File: src/rtl/recv_422_order_pkg.sv
// Shared definitions for the RS422 order receiver: FSM encodings,
// UART frame constants and baud divider helper.
package recv_422_order_pkg;

  localparam int unsigned DATA_BITS   = 8;
  localparam bit          PARITY_EVEN = 1'b1;

  typedef enum logic [2:0] {
    RX_IDLE,
    RX_START,
    RX_DATA,
    RX_PARITY,
    RX_STOP
  } rx_state_t;

  typedef enum logic [0:0] {
    WAIT_HI,
    WAIT_LO
  } asm_state_t;

  function automatic int unsigned clks_per_bit(input int unsigned clk_freq,
                                               input int unsigned baud_rate);
    return clk_freq / baud_rate;
  endfunction

endpackage

File: src/rtl/recv_422_order_uart_rx.sv
// UART byte receiver: 2-flop synchroniser plus start/data/parity/stop
// bit FSM with even-parity and stop-bit checking.
module uart_rx_even_check
  import recv_422_order_pkg::*;
#(
  parameter int unsigned CLKS_PER_BIT = 434
) (
  input  logic       clk,
  input  logic       rst_n,
  input  logic       rxd,
  output logic       byte_done,
  output logic [7:0] rx_data,
  output logic       parity_ok,
  output logic       stop_ok,
  output logic       false_start,
  output logic       busy
);

  localparam int unsigned CW   = $clog2(CLKS_PER_BIT);
  localparam int unsigned HALF = CLKS_PER_BIT / 2;

  logic [1:0]    sync;
  logic          rxd_s;
  logic          rxd_prev;
  logic          fall;
  logic [CW-1:0] clk_cnt;
  logic [2:0]    bit_cnt;
  logic [7:0]    shreg;
  logic          par_bit;
  logic          tick;
  rx_state_t     state, state_n;

  assign rxd_s = sync[1];
  assign fall  = rxd_prev & ~rxd_s;
  assign tick  = (state == RX_START) ? (clk_cnt == CW'(HALF - 1))
                                     : (clk_cnt == CW'(CLKS_PER_BIT - 1));

  // Synchronise the asynchronous line and keep one extra stage for edge detection
  always_ff @(posedge clk or negedge rst_n) begin
    if (!rst_n) begin
      sync     <= '1;
      rxd_prev <= 1'b1;
    end else begin
      sync     <= {sync[0], rxd};
      rxd_prev <= rxd_s;
    end
  end

  // Bit receiver state register
  always_ff @(posedge clk or negedge rst_n) begin
    if (!rst_n) state <= RX_IDLE;
    else        state <= state_n;
  end

  // Bit receiver next-state logic
  always_comb begin
    state_n = state;
    case (state)
      RX_IDLE:   if (fall) state_n = RX_START;
      RX_START:  if (tick) state_n = rxd_s ? RX_IDLE : RX_DATA;
      RX_DATA:   if (tick && bit_cnt == 3'(DATA_BITS - 1)) state_n = RX_PARITY;
      RX_PARITY: if (tick) state_n = RX_STOP;
      RX_STOP:   if (tick) state_n = RX_IDLE;
      default:   state_n = RX_IDLE;
    endcase
  end

  // Bit receiver outputs: one-cycle strobes at the sampling points
  always_comb begin
    byte_done   = (state == RX_STOP) && tick;
    false_start = (state == RX_START) && tick && rxd_s;
    stop_ok     = rxd_s;
    rx_data     = shreg;
    parity_ok   = PARITY_EVEN ? ~^{shreg, par_bit} : ^{shreg, par_bit};
    busy        = (state != RX_IDLE);
  end

  // Bit timing counter, data shift register and parity capture
  always_ff @(posedge clk or negedge rst_n) begin
    if (!rst_n) begin
      clk_cnt <= '0;
      bit_cnt <= '0;
      shreg   <= '0;
      par_bit <= 1'b0;
    end else begin
      if (state == RX_IDLE || tick) clk_cnt <= '0;
      else                          clk_cnt <= clk_cnt + CW'(1);
      if (state == RX_IDLE) begin
        bit_cnt <= '0;
      end else if (state == RX_DATA && tick) begin
        shreg   <= {rxd_s, shreg[7:1]};
        bit_cnt <= bit_cnt + 3'd1;
      end
      if (state == RX_PARITY && tick) par_bit <= rxd_s;
    end
  end

endmodule

File: src/rtl/recv_422_order.sv
// RS422 order receiver: pairs two good UART bytes (high first) into a
// 16-bit order, dropping and flagging corrupt, truncated or stalled pairs.
module recv_422_order
  import recv_422_order_pkg::*;
#(
  parameter int unsigned CLK_FREQ  = 50_000_000,
  parameter int unsigned BAUD_RATE = 115200,
  parameter int unsigned GAP_BITS  = 20
) (
  input  logic        clk,
  input  logic        rst_n,
  input  logic        RXD,
  output logic [15:0] order_out,
  output logic        order_valid,
  output logic        parity_err,
  output logic        frame_err,
  output logic        timeout_err
);

  localparam int unsigned CPB       = clks_per_bit(CLK_FREQ, BAUD_RATE);
  localparam int unsigned GAP_LIMIT = GAP_BITS * CPB;

  logic        byte_done, parity_ok, stop_ok, false_start, busy;
  logic [7:0]  rx_data;
  logic [7:0]  hi_byte;
  logic [31:0] gap_cnt;
  logic        good, gap_hit, load_hi, emit;
  asm_state_t  state, state_n;

  uart_rx_even_check #(.CLKS_PER_BIT(CPB)) u_rx (
    .clk         (clk),
    .rst_n       (rst_n),
    .rxd         (RXD),
    .byte_done   (byte_done),
    .rx_data     (rx_data),
    .parity_ok   (parity_ok),
    .stop_ok     (stop_ok),
    .false_start (false_start),
    .busy        (busy)
  );

  assign good    = byte_done & parity_ok & stop_ok;
  // gap counter only advances while the line is idle, so a started low byte freezes it
  assign gap_hit = (state == WAIT_LO) && !busy && (gap_cnt == GAP_LIMIT - 1);

  // Assembler state register
  always_ff @(posedge clk or negedge rst_n) begin
    if (!rst_n) state <= WAIT_HI;
    else        state <= state_n;
  end

  // Assembler next-state logic
  always_comb begin
    state_n = state;
    case (state)
      WAIT_HI: if (good) state_n = WAIT_LO;
      WAIT_LO: if (byte_done || gap_hit) state_n = WAIT_HI;
      default: state_n = WAIT_HI;
    endcase
  end

  // Assembler output decode
  always_comb begin
    load_hi = (state == WAIT_HI) && good;
    emit    = (state == WAIT_LO) && good;
  end

  // Registered order word, pulse outputs and inter-byte gap counter
  always_ff @(posedge clk or negedge rst_n) begin
    if (!rst_n) begin
      hi_byte     <= '0;
      order_out   <= '0;
      order_valid <= 1'b0;
      parity_err  <= 1'b0;
      frame_err   <= 1'b0;
      timeout_err <= 1'b0;
      gap_cnt     <= '0;
    end else begin
      order_valid <= emit;
      parity_err  <= byte_done & ~parity_ok;
      frame_err   <= (byte_done & ~stop_ok) | false_start;
      timeout_err <= gap_hit;
      if (load_hi) hi_byte <= rx_data;
      if (emit)    order_out <= {hi_byte, rx_data};
      if (load_hi)
        gap_cnt <= '0;
      else if (state == WAIT_LO && !busy && gap_cnt != GAP_LIMIT - 1)
        gap_cnt <= gap_cnt + 32'd1;
    end
  end

endmodule

File: config.mk
export PLATFORM = sky130hd
export DESIGN_NAME = recv_422_order
export DESIGN_NICKNAME = d
export VERILOG_FILES = /design/src/rtl/recv_422_order_pkg.sv /design/src/rtl/recv_422_order_uart_rx.sv /design/src/rtl/recv_422_order.sv
export SDC_FILE = /design/constraint.sdc
export NUM_CORES = 1
export LEC_CHECK = 0
export BUFFER_PORTS_ARGS = -buffer_cell sky130_fd_sc_hd__buf_2
export CAP_MARGIN = 20
export CORE_MARGIN = 2
export CORE_UTILIZATION = 30
export CTS_BUF_LIST = sky130_fd_sc_hd__clkbuf_16
export DETAILED_ROUTE_END_ITERATION = 8
export PLACE_DENSITY = 0.43
export REMOVE_ABC_BUFFERS = 1
export SLEW_MARGIN = 10
export SYNTH_ARGS = -nofsm -noshare
export SYNTH_HDL_FRONTEND = slang
export SYNTH_SLANG_ARGS = --single-unit
File: constraint.sdc
create_clock -name clk -period 4.8 [get_ports clk]
set_input_delay 0.72 -clock clk [delete_from_list [all_inputs] [get_ports clk]]
set_output_delay 0.72 -clock clk [all_outputs]
set_load 0.01 [all_outputs]
Yosys cells after proc, flatten, opt, wreduce, memory -nomap -nowiden. Cells that the tools add are included. Widths: inputs -> output; s select.

Flip-flop bits (word level): 88. Input bits: 3. Output and inout bits: 20. Logic and storage cells: 79.

Add/sub/neg operators: 3. Equality and inequality tests: 14. Muxes and demuxes: 16. Bitwise gates (word level): 10. Reductions and logical operators: 21.

Operator list (count): $mux 32 (2); $add 32x1->32 const B (1); $eq 32x14->1 const B (1); $ne 32x14->1 const B (1); $mux 3 (7); $pmux 3 s5 (1); $logic_and 1x1->1 (11); $ne 2x1->1 const B (5); $add 9x1->9 const B (1); $eq 9x8->1 const B (1); $eq 9x9->1 const B (1); $mux 9 (1); $reduce_xnor 9->1 (1); $eq 3x2->1 const B (2); $eq 3x3->1 const B (2); $and 1x1->1 (5); $reduce_and 5->1 (1); $not 1->1 (4); $reduce_bool 2->1 (2); $add 3x1->3 const B (1); $eq 3x1->1 const B (1); $logic_not 3->1 (1); $mux 1 (3); $reduce_bool 3->1 (1); other kinds (6) (7).

Logic depth before layout (Yosys ltp). Gate-level depths: netlist (run 1).

Word-level depth: 7. Mapped depth: 7. Gate-level depth less buffers: 6.

By module. Synthesis (run 1) repeated with hierarchy kept, for this count alone.

Cells, all modules: 423. Area total of the unflattened synthesis: 4284.1 um^2.

Modules (own cells, without submodules): recv_422_order (times used 1, cells each 311, area each 2925.3 um^2, sequential area each 1526.5 um^2); uart_rx_even_check (times used 1, cells each 112, area each 1358.8 um^2, sequential area each 679.4 um^2).

Worst setup path after synthesis (run 1). OpenSTA, ideal clock, no wires.

Path kind: reg-to-reg. Start: register u_rx.shreg[1], in the netlist u_rx.rx_data[1]. End: register order_out[10]. Library setup time: 0.125 ns. Arrival: 2.113 ns. Required time: 4.675 ns. Slack: 2.562 ns. Cell stages (with the launch flop): 7. Path buffers: 1. Period minus slack after synthesis: 2.238 ns. Cell sequence: dfrtp_1 xnor2_1 xnor3_2 xnor2_2 nor4_4 buf_6 mux2_2.

Longest elaborated chain between the ends: 4.

RTL lines: from (decl) (line recv_422_order_uart_rx.sv:28) `logic [7:0] shreg;`; from (signal assigned) (line recv_422_order_uart_rx.sv:91) `shreg <= {rxd_s, shreg[7:1]};`; $reduce_xnor 9->1 (line recv_422_order_uart_rx.sv:74) `parity_ok = PARITY_EVEN ? ~^{shreg, par_bit} : ^{shreg, par_bit};`; $and 1x1->1 (2 in series) (line recv_422_order.sv:42) `assign good = byte_done & parity_ok & stop_ok;`; $logic_and 1x1->1 (line recv_422_order.sv:65) `emit = (state == WAIT_LO) && good;`; to (signal assigned) (line recv_422_order.sv:84) `if (emit) order_out <= {hi_byte, rx_data};`; to (decl) (line recv_422_order.sv:13) `output logic [15:0] order_out,`.

No other way between the ends. A chain may end at the register's enable or synchronous reset.

Worst setup path after layout (run 1).
Start: register u_rx.shreg[1], in the netlist u_rx.rx_data[1]. End: register hi_byte[1].

Longest elaborated chain between the ends: 4.

RTL lines: $reduce_xnor 9->1 (line recv_422_order_uart_rx.sv:74); $and 1x1->1 (2 in series) (line recv_422_order.sv:42); $logic_and 1x1->1 (line recv_422_order.sv:64) `load_hi = (state == WAIT_HI) && good;`; to (signal assigned) (line recv_422_order.sv:83) `if (load_hi) hi_byte <= rx_data;`; to (decl) (line recv_422_order.sv:25) `logic [7:0] hi_byte;`.

Parallel ways exist; a longest one is shown, timed or not.

==> impl_metrics.py, run 1 <==
metrics = {
    "run_status": {
        "status": "finished, final reports clean",
    },
    "synthesis": {
        "synth_top_cell_by_area": "sky130_fd_sc_hd__dfrtp_1",
        "dominantRegCellSynth": "sky130_fd_sc_hd__dfrtp_1",
        "flip_flop_and_latch_count_after_synthesis": 88,
        "avgSynthCellArea_sq_um": 11.5,
        "post-synth-top-area-fraction": 0.522,
        "synth-seq-area-share": 0.541,
        "synthDistinctLibCells": 41,
        "async_flop_share": 1.00,
        "synth_cell_area_sq_mm": 0.00408,
        "synth-warning-count": 0,
        "synth.area.top_cells": "sky130_fd_sc_hd__dfrtp_1 (52%), sky130_fd_sc_hd__mux2_2 (9.1%), sky130_fd_sc_hd__xor2_1 (5.6%), sky130_fd_sc_hd__nor2_1 (4.5%), sky130_fd_sc_hd__xnor2_1 (3.4%)",
        "synth_edf_count": 0,
        "synthCells": 354,
    },
    "cells_and_area": {
        "layout-drive-gt1-share": 0.227,
        "multiInputGateArea_sq_mm": 0.00180,
        "finish.net_count": 386,
        "insertedDiodeCount": 0,
        "post_synthesis_to_final_layout_area_growth_pct": 14.7,
        "final-seq-area_sq_mm": 0.00221,
        "final.fill_count": 1347,
        "final_cell_area_sq_mm": 0.00468,
    },
    "setup_path": {
        "timing_worst_setup_path_type": "flop to flop",
        "cp-start-kind": "flop",
        "worst-r2r-cell-count": 6,
        "crit_arrival_ns": 2.87,
        "cp_data_required_time_ns": 5.03,
        "crit_path_max_fanout": 37,
        "critical_path.endpoint_type": "flop",
    },
    "sta": {
        "worstMarginPinSlew_ns": 0.690,
        "grt_setup_unrepaired": "no",
        "worst_clock_skew_ns": 0.00614,
        "report.final.slew_viol_count": 0,
        "max-slew-margin-rel": 0.536,
        "shortest_period_the_worst_path_allows_ns": 2.65,
        "final.setup.tns_ns": 0,
        "fin_hold_ws_ns": 0.361,
        "fmax_mhz": 378,
        "final_hold_viol_count": 0,
        "period_share": 0.552,
        "setup-violations-final": 0,
    },
    "global_route": {
        "number_of_global_route_vias_before_repair": 2865,
        "grt_first_pass_wirelength_mm": 14.7,
        "maximum_number_of_pins_on_one_net_before_global_route_repair": 54,
        "number_of_antenna_violations_at_the_first_check_in_global_routing": 0,
        "grt_remaining_overflow": 0,
        "grt_util_all_layers": 0.130,
    },
    "route": {
        "antenna_violating_nets_post_route": 0,
        "routed_via_density": 4.91,
        "drt_wl_total_mm": 8.47,
        "met2_wirelength_mm": 3.80,
        "met3_wirelength_um": 294,
        "post-route-drc-count": 0,
        "firstDrtPassIters": 4,
        "drt-initial-drc-count": 128,
        "met1Wirelength_mm": 4.20,
        "dr_total_vias": 2749,
        "highest_layer": "met4",
        "avgRoutedWirePerCell_um": 15.1,
    },
    "clock_tree": {
        "tritoncts": "done",
        "cts_htree_levels": 3,
        "worst_skew_pair.late_latency_ns": 0.34,
        "clockRootBuffer": "sky130_fd_sc_hd__clkbuf_16",
        "holdBufCountCts": 0,
        "inserted_clock_buffers": 9,
        "clk_pin_slew_worst_paths_ns": 0.06,
        "cts_resized": 0,
        "cts_num_sinks": 88,
        "buffer_count_from_post_cts_setup_fixing": 0,
        "cts_buffer_depth": 2,
    },
    "hold_path": {
        "hp-class": "flop to flop",
        "min_path_cells": 0,
    },
    "flow_run": {
        "drv_cap": 0,
    },
    "placement": {
        "detailed_place.area_sq_mm": 0.00438,
        "place.port_buffers": 22,
        "hpwlAfterDp_mm": 5.61,
        "finalWeightedCongestion": 0.788,
    },
    "power_and_ir_drop": {
        "power_uw": 1580,
        "ir_worst_vdd_v": 0.000111,
        "power_density_mw_per_mm2": 338,
        "leakagePower_uw": 0.00218,
    },
    "die": {
        "chipHeight_um": 121,
        "design.die.area_sq_mm": 0.0145,
        "effective_utilization_at_floorplan": 0.308,
        "std_cell_rows": 42,
        "die_width_um": 121,
        "num_io_pins": 23,
        "floorplan.core_area_sq_mm": 0.0132,
    },
}
layout make-up:
| cell class | count | share of cell area |
|---|---|---|
| multi-input cells | 250 | 0.385 |
| clock buffers | 9 | 0.0482 |
| well taps | 176 | 0.0471 |
| inverters | 4 | 0.00321 |
| flip-flops and latches | 88 | 0.472 |
| clock inverters | 7 | 0.0134 |
| repair buffers | 26 | 0.0313 |
registers in the layout, summed over array words and instances (netlist names), 2 cells and up:
register	flops
u_rx.sync	2
u_rx.bit_cnt	3
u_rx.clk_cnt	9
gap_cnt	32
order_out	16
u_rx.rx_data	8
hi_byte	8
u_rx.state	3
Yosys cell counts (all sizes together) (3+ instances only):
| cell type | n |
|---|---|
| clkbuf | 6 |
| nand2 | 14 |
| ha | 4 |
| buf | 6 |
| xnor2 | 17 |
| nand4 | 17 |
| inv | 4 |
| xor2 | 26 |
| dfstp | 3 |
| and3 | 7 |
| nand3 | 23 |
| mux2 | 33 |
| o21ai | 6 |
| nor2 | 49 |
| nor4 | 12 |
| dfrtp | 85 |
| and4 | 6 |
| nor2b | 4 |
| nor3 | 7 |
routing by layer:
| metal | vias up | track usage |
|---|---|---|
| li1 | 1308 | - |
| met5 | - | 0 |
| met3 | 11 | 0.0255 |
| met1 | 1383 | 0.180 |
| met4 | 0 | 0.0647 |
| met2 | 47 | 0.192 |
placed cells by master (no fill, tap or decap), types with 2 or more instances in the layout:
cell type,Yosys,layout
sky130_fd_sc_hd__nor2b_1,4,4
sky130_fd_sc_hd__inv_1,4,4
sky130_fd_sc_hd__nor4_4,3,3
sky130_fd_sc_hd__and3_1,7,7
sky130_fd_sc_hd__clkinv_2,0,2
sky130_fd_sc_hd__buf_2,4,21
sky130_fd_sc_hd__ha_1,4,4
sky130_fd_sc_hd__a211oi_1,2,2
sky130_fd_sc_hd__and4bb_2,2,2
sky130_fd_sc_hd__nor4_1,8,8
sky130_fd_sc_hd__nand2_1,14,14
sky130_fd_sc_hd__or2_2,2,2
sky130_fd_sc_hd__or3_1,2,2
sky130_fd_sc_hd__xor2_1,26,26
sky130_fd_sc_hd__buf_4,1,4
sky130_fd_sc_hd__a21oi_1,2,2
sky130_fd_sc_hd__o21ai_0,6,6
sky130_fd_sc_hd__clkbuf_16,0,9
sky130_fd_sc_hd__dfstp_2,3,3
sky130_fd_sc_hd__nand3_1,23,23
sky130_fd_sc_hd__dfrtp_1,85,85
sky130_fd_sc_hd__clkinv_1,0,2
sky130_fd_sc_hd__mux2_2,33,33
sky130_fd_sc_hd__nor3_1,7,7
sky130_fd_sc_hd__o211ai_1,2,2
sky130_fd_sc_hd__nand4_1,17,17
sky130_fd_sc_hd__xnor2_1,16,16
sky130_fd_sc_hd__mux2i_1,2,2
sky130_fd_sc_hd__clkinvlp_4,0,2
sky130_fd_sc_hd__and4_1,6,6
sky130_fd_sc_hd__nor2_1,49,49
path summary, 6_finish.rpt:
path | startpoint | end | slack [ns]
worst min-delay path | u_rx.sync[0] | u_rx.sync[1] | 0.36
min in group asynchronous | rst_n | gap_cnt[17] | 0.42
worst min register to register | u_rx.sync[0] | u_rx.sync[1] | 0.36
worst max register to register | u_rx.rx_data[1] | hi_byte[1] | 2.15
max in group asynchronous | rst_n | gap_cnt[0] | 3.43
worst max-delay path | u_rx.rx_data[1] | hi_byte[1] | 2.15
critical path: stages (launching register included):
cell	delay, ns
sky130_fd_sc_hd__dfrtp_1	0.43
sky130_fd_sc_hd__xnor2_1	0.19
sky130_fd_sc_hd__xnor3_2	0.46
sky130_fd_sc_hd__xnor2_2	0.21
sky130_fd_sc_hd__nor4_4	0.38
sky130_fd_sc_hd__buf_4	0.46
sky130_fd_sc_hd__mux2_2	0.38
stage by stage:
step            util  setup WS [ns]  cells
2_1_floorplan      -           1.94    342
3_3_place_gp   0.330           2.04    543
3_5_place_dp   0.330           2.04    543
4_1_cts        0.352           1.96    559
5_1_grt        0.353           2.00    560
6_report       0.353           2.15    560
cell families (layout without fill, tap and decap cells):
logic type	count (synthesis)	after routing	synth area share
xor gates and xnor gates	44	44	0.100
muxes	35	35	0.0961
and+or+nand+nor	151	151	0.206
adders and majority gates	4	4	0.0123
AOI/OAI and AO/OA	16	16	0.0255
DFF	88	88	0.541
buffers and inverters	16	46	0.0187
power breakdown:
part	total, uW	internal [uW]	switching, uW
sequential	812	773	38.8
combinational	80.4	38.9	41.5
clock	689	398	291
(Power assumes the default switching activity.)
==> run 2: changes to the inputs <==
==> constraint.sdc (replaced) <==
create_clock -name clk -period 2.6 [get_ports clk]
set_input_delay 0.39 -clock clk [delete_from_list [all_inputs] [get_ports clk]]
set_output_delay 0.39 -clock clk [all_outputs]
set_load 0.01 [all_outputs]
==> impl_metrics.py, run 2 (synthesized netlist as in run 1, its figures left out) <==
metrics = {
    "route": {
        "routed_via_density": 4.85,
        "dr_total_vias": 2732,
        "avgRoutedWirePerCell_um": 14.8,
        "post-route-drc-count": 0,
        "drt-initial-drc-count": 126,
        "firstDrtPassIters": 4,
        "drt_wl_total_mm": 8.32,
        "antenna_violating_nets_post_route": 0,
    },
    "die": {
        "std_cell_rows": 42,
        "floorplan.core_area_sq_mm": 0.0132,
        "num_io_pins": 23,
        "chipHeight_um": 121,
        "die_width_um": 121,
        "effective_utilization_at_floorplan": 0.308,
        "design.die.area_sq_mm": 0.0145,
    },
    "placement": {
        "finalWeightedCongestion": 0.761,
        "place.port_buffers": 22,
        "pre_cts_ws_ns": 0.250,
        "hpwlAfterDp_mm": 5.64,
    },
    "sta": {
        "max-slew-margin-rel": 0.526,
        "period_share": 0.891,
        "final_hold_viol_count": 0,
        "shortest_period_the_worst_path_allows_ns": 2.32,
        "setup-violations-final": 0,
        "grt_setup_unrepaired": "no",
        "report.final.slew_viol_count": 0,
        "fmax_mhz": 432,
        "worstMarginPinSlew_ns": 0.705,
        "worst_slack_ns": 0.285,
        "worst_clock_skew_ns": 0.00598,
        "final.setup.tns_ns": 0,
    },
    "setup_path": {
        "timing_worst_setup_path_type": "flop to flop",
        "cp_data_required_time_ns": 2.83,
        "crit_arrival_ns": 2.54,
        "worst-r2r-cell-count": 6,
        "critical_path.endpoint_type": "flop",
        "crit_path_max_fanout": 36,
        "cp-start-kind": "flop",
    },
    "clock_tree": {
        "cts_buffer_depth": 2,
        "buffer_count_from_post_cts_setup_fixing": 0,
        "cts_htree_levels": 3,
        "holdBufCountCts": 0,
        "worst_skew_pair.late_latency_ns": 0.34,
        "cts_num_sinks": 88,
        "cts_resized": 0,
        "clk_pin_slew_worst_paths_ns": 0.07,
        "clockRootBuffer": "sky130_fd_sc_hd__clkbuf_16",
        "inserted_clock_buffers": 9,
        "tritoncts": "done",
    },
    "cells_and_area": {
        "post_synthesis_to_final_layout_area_growth_pct": 15.4,
        "insertedDiodeCount": 0,
        "finish.net_count": 389,
        "final.fill_count": 1363,
        "mostFrequentLayoutCell": "sky130_fd_sc_hd__dfrtp_1",
        "final-seq-area_sq_mm": 0.00221,
        "most-common-layout-cells": "sky130_fd_sc_hd__dfrtp_1 (85), sky130_fd_sc_hd__nor2_1 (49), sky130_fd_sc_hd__mux2_2 (33)",
        "multiInputGateArea_sq_mm": 0.00180,
        "largest_register": "gap_cnt",
        "layout-drive-gt1-share": 0.233,
        "flip_flop_count_of_the_largest_register_all_copies_and_words_added": 32,
        "largestRegisters": "gap_cnt x32, order_out x16, u_rx.clk_cnt x9",
    },
    "power_and_ir_drop": {
        "leakagePower_uw": 0.00219,
        "ir_worst_vdd_v": 0.000230,
        "power_density_mw_per_mm2": 606,
    },
    "global_route": {
        "number_of_antenna_violations_at_the_first_check_in_global_routing": 0,
        "number_of_global_route_vias_before_repair": 2841,
        "grt_first_pass_wirelength_mm": 14.4,
        "maximum_number_of_pins_on_one_net_before_global_route_repair": 48,
        "grt_remaining_overflow": 0,
        "grt_util_all_layers": 0.127,
    },
    "hold_path": {
        "hp-class": "input pin to asynchronous set/reset pin",
    },
    "flow_run": {
        "drv_cap": 0,
    },
    "run_status": {
        "status": "finished, final reports clean",
    },
}
run 2: metrics by stage:
stage / hold WS [ns] / power (uW) / instances / utilization / cell area [sq um]
floorplan: 0.0944 / 1610 / 342 / - / 4020
global placement: 0.347 / 1680 / 547 / 0.335 / 4430
detailed placement: 0.350 / 1680 / 547 / 0.335 / 4430
CTS: 0.0877 / 2900 / 563 / 0.355 / 4700
global route: 0.118 / 2980 / 563 / 0.355 / 4700
finish: 0.0633 / 2850 / 563 / 0.355 / 4700
run 2: layout make-up:
cell class / instances / area share
flip-flops and latches: 88 / 0.469
clock inverters: 7 / 0.0101
inverters: 4 / 0.00319
well taps: 176 / 0.0468
multi-input cells: 250 / 0.383
clock buffers: 9 / 0.0479
repair buffers: 29 / 0.0404
run 2: metal layers:
layer	up-vias	global-route usage	share of wire
li1	1312	-	-
met3	12	0.0226	0.024
met4	0	0.0698	0.024
met1	1378	0.176	0.50
met5	-	0	0
met2	30	0.189	0.46
run 2: power by group:
part | switching (uW) | leakage (uW) | total (uW) | internal, uW
combinational | 76.2 | 0.000862 | 150 | 73.7
clock | 553 | 0.000127 | 1200 | 647
sequential | 74.0 | 0.00120 | 1500 | 1430
total | 704 | 0.00219 | 2850 | 2150
run 2: worst max-delay path: stages, from the launching register on:
cell	delay (ns)
sky130_fd_sc_hd__dfrtp_1	0.42
sky130_fd_sc_hd__xnor2_1	0.24
sky130_fd_sc_hd__xnor3_2	0.39
sky130_fd_sc_hd__xnor2_2	0.21
sky130_fd_sc_hd__nor4_4	0.31
sky130_fd_sc_hd__buf_12	0.25
sky130_fd_sc_hd__mux2_2	0.35
run 2: worst paths after layout:
check	startpoint	to	slack (ns)
setup / recovery	u_rx.rx_data[5]	hi_byte[1]	0.28
hold / removal	rst_n	gap_cnt[20]	0.06
setup reg to reg	u_rx.rx_data[5]	hi_byte[1]	0.28
hold reg to reg	u_rx.sync[0]	u_rx.sync[1]	0.36
max in group asynchronous	rst_n	u_rx.sync[0]	1.84
min in group clk	RXD	u_rx.sync[0]	0.14
==> run 3: changes to the inputs <==
--- a/config.mk
+++ b/config.mk
@@ -9,7 +9,7 @@
 export CAP_MARGIN = 20
 export CORE_MARGIN = 2
 export CORE_UTILIZATION = 30
-export CTS_BUF_LIST = sky130_fd_sc_hd__clkbuf_16
+export CTS_BUF_LIST = sky130_fd_sc_hd__clkbuf_2
 export DETAILED_ROUTE_END_ITERATION = 8
 export PLACE_DENSITY = 0.43
 export REMOVE_ABC_BUFFERS = 1
==> impl_metrics.py, run 3 (synthesized netlist as in run 1, its figures left out) <==
metrics = {
    "run_status": {
        "status": "finished, final reports clean",
    },
    "die": {
        "chipHeight_um": 121,
        "die_width_um": 121,
        "design.die.area_sq_mm": 0.0145,
        "floorplan.core_area_sq_mm": 0.0132,
        "effective_utilization_at_floorplan": 0.308,
        "std_cell_rows": 42,
        "num_io_pins": 23,
    },
    "setup_path": {
        "worst_path_largest_cell_delay_ns": 0.49,
        "critical_path.reg2reg.endpoint": "hi_byte[0]",
        "worst-path-stages": 6,
        "worstPathCellList": "xnor2_1 -> xnor3_2 -> xnor2_2 -> nor4_4 -> buf_12 -> mux2_2",
        "crit_arrival_ns": 2.88,
        "cp_num_buf_inv": 1,
        "cpLargestDelayFamily": "XOR/XNOR gates",
        "slowest_stage": "sky130_fd_sc_hd__dfrtp_1",
        "timing_worst_setup_path_type": "flop to flop",
        "cp_data_required_time_ns": 3.10,
        "cp-start-kind": "flop",
        "worst-r2r-setup-slack_ns": 0.23,
        "crit_path_max_fanout": 36,
        "reg2reg_from": "u_rx.rx_data[5]",
        "critical_path.endpoint_type": "flop",
        "worst-r2r-cell-count": 6,
    },
    "sta": {
        "worst_clock_skew_ns": 0.0376,
        "worst_slack_ns": 0.227,
        "report.final.slew_viol_count": 0,
        "fmax_mhz": 421,
        "worstMarginPinSlew_ns": 0.715,
        "period_share": 0.913,
        "setup-violations-final": 0,
        "shortest_period_the_worst_path_allows_ns": 2.37,
        "grt_setup_unrepaired": "no",
        "max-slew-margin-rel": 0.520,
        "final_hold_viol_count": 0,
        "fin_hold_ws_ns": 0.302,
    },
    "route": {
        "routed_via_density": 4.83,
        "avgRoutedWirePerCell_um": 14.8,
        "firstDrtPassIters": 4,
        "drt-initial-drc-count": 116,
        "antenna_violating_nets_post_route": 0,
        "post-route-drc-count": 0,
        "drt_wl_total_mm": 8.37,
        "dr_total_vias": 2727,
    },
    "power_and_ir_drop": {
        "p_seq_frac": 0.656,
        "power_density_mw_per_mm2": 504,
        "cellInternalPower_uw": 1640,
        "net-switching-power_uw": 656,
        "leakagePower_uw": 0.00212,
        "power.switching_fraction": 0.286,
        "clockPowerShare": 0.278,
        "combPwrFrac": 0.066,
        "ir_worst_vdd_v": 0.000216,
    },
    "cells_and_area": {
        "final_cell_area_sq_mm": 0.00455,
        "finish.net_count": 391,
        "finish.utilization": 0.343,
        "insertedDiodeCount": 0,
        "most-common-layout-cells": "sky130_fd_sc_hd__dfrtp_1 (85), sky130_fd_sc_hd__nor2_1 (49), sky130_fd_sc_hd__mux2_2 (33)",
        "largestRegisters": "gap_cnt x32, order_out x16, u_rx.clk_cnt x9",
        "final.fill_count": 1377,
        "mostFrequentLayoutCell": "sky130_fd_sc_hd__dfrtp_1",
        "post_layout_nonfiller_instances": 565,
        "layout-drive-gt1-share": 0.234,
        "largest_register": "gap_cnt",
        "post_synthesis_to_final_layout_area_growth_pct": 11.5,
        "flip_flop_count_of_the_largest_register_all_copies_and_words_added": 32,
    },
    "clock_tree": {
        "tritoncts": "done",
        "cts_htree_levels": 3,
        "inserted_clock_buffers": 9,
        "clockRootBuffer": "sky130_fd_sc_hd__clkbuf_2",
        "clk_pin_slew_worst_paths_ns": 0.26,
        "cts_buffer_depth": 2,
        "cts_num_sinks": 88,
        "worst_skew_pair.late_latency_ns": 0.62,
    },
    "global_route": {
        "grt_util_all_layers": 0.128,
        "maximum_number_of_pins_on_one_net_before_global_route_repair": 48,
        "number_of_global_route_vias_before_repair": 2829,
        "grt_remaining_overflow": 0,
        "grt_first_pass_wirelength_mm": 14.4,
        "number_of_antenna_violations_at_the_first_check_in_global_routing": 0,
    },
    "placement": {
        "place.port_buffers": 22,
        "finalWeightedCongestion": 0.761,
        "hpwlAfterDp_mm": 5.64,
        "detailed_place.area_sq_mm": 0.00443,
        "pre_cts_ws_ns": 0.250,
        "count_of_placed_standard_cells_including_taps": 547,
    },
    "flow_run": {
        "drv_cap": 0,
    },
    "hold_path": {
        "hp-class": "input pin to asynchronous set/reset pin",
    },
}
-- run 3: cell count changes in the layout (fill, tap and decap cells not counted) --
cell / change
sky130_fd_sc_hd__clkbuf_16: -9
sky130_fd_sc_hd__clkbuf_2: +10
sky130_fd_sc_hd__inv_1: -1
sky130_fd_sc_hd__dlygate4sd3_1: +2
-- run 3: area by class of cell --
class	instances	area [sq um]	share of cell area
tap	176	220	0.0484
clock inverter	6	43.8	0.00963
timing repair buffer	31	210	0.0462
sequential	88	2210	0.485
multi-input combinational	250	1800	0.396
inverter	4	15.0	0.00330
clock buffer	10	50.0	0.0110
-- run 3: power groups by stage --
stage | Clock [uW] | Combinational [uW] | Sequential (uW)
5_1_grt | 724 | 178 | 1520
6_report | 637 | 152 | 1500
3_5_place_dp | 0 | 156 | 1520
3_3_place_gp | 0 | 152 | 1520
2_1_floorplan | 0 | 108 | 1500
4_1_cts | 665 | 158 | 1500
-- run 3: worst register-to-register path, stage by stage (launching register included) --
cell and delay, ns:
sky130_fd_sc_hd__dfrtp_1 0.49, sky130_fd_sc_hd__xnor2_1 0.25, sky130_fd_sc_hd__xnor3_2 0.40, sky130_fd_sc_hd__xnor2_2 0.21
sky130_fd_sc_hd__nor4_4 0.31, sky130_fd_sc_hd__buf_12 0.25, sky130_fd_sc_hd__mux2_2 0.35
-- run 3: per-stage QoR --
step / power [uW] / setup TNS, ns
floorplan: 1610 / -3.04
global placement: 1680 / 0
detailed placement: 1680 / 0
CTS: 2330 / 0
global route: 2420 / 0
finish: 2290 / 0
-- run 3: per-layer routing --
layer | track usage | wire length, um | vias up
met5 | 0 | 0 | -
met4 | 0.0589 | 177 | 0
met3 | 0.0311 | 326 | 16
met2 | 0.189 | 3740 | 41
met1 | 0.177 | 4120 | 1355
li1 | - | - | 1315
-- run 3: worst max-delay path by stage --
| stage | start | end | slack [ns] |
|---|---|---|---|
| after floorplan | u_rx.rx_data[1] | hi_byte[0] | -0.26 |
| after global placement | u_rx.rx_data[5] | hi_byte[1] | 0.30 |
| after detailed placement | u_rx.rx_data[5] | hi_byte[0] | 0.25 |
| after CTS | u_rx.rx_data[5] | hi_byte[0] | 0.18 |
| after global routing | u_rx.rx_data[5] | hi_byte[0] | 0.09 |
| final | u_rx.rx_data[5] | hi_byte[0] | 0.23 |
-- run 3: what timing repair did --
item | in CTS | in global routing
gates resized for setup | 0 | 0
endpoints found under the hold margin | 47 | 0
hold buffers | 2 | 0
setup buffers | 0 | 0
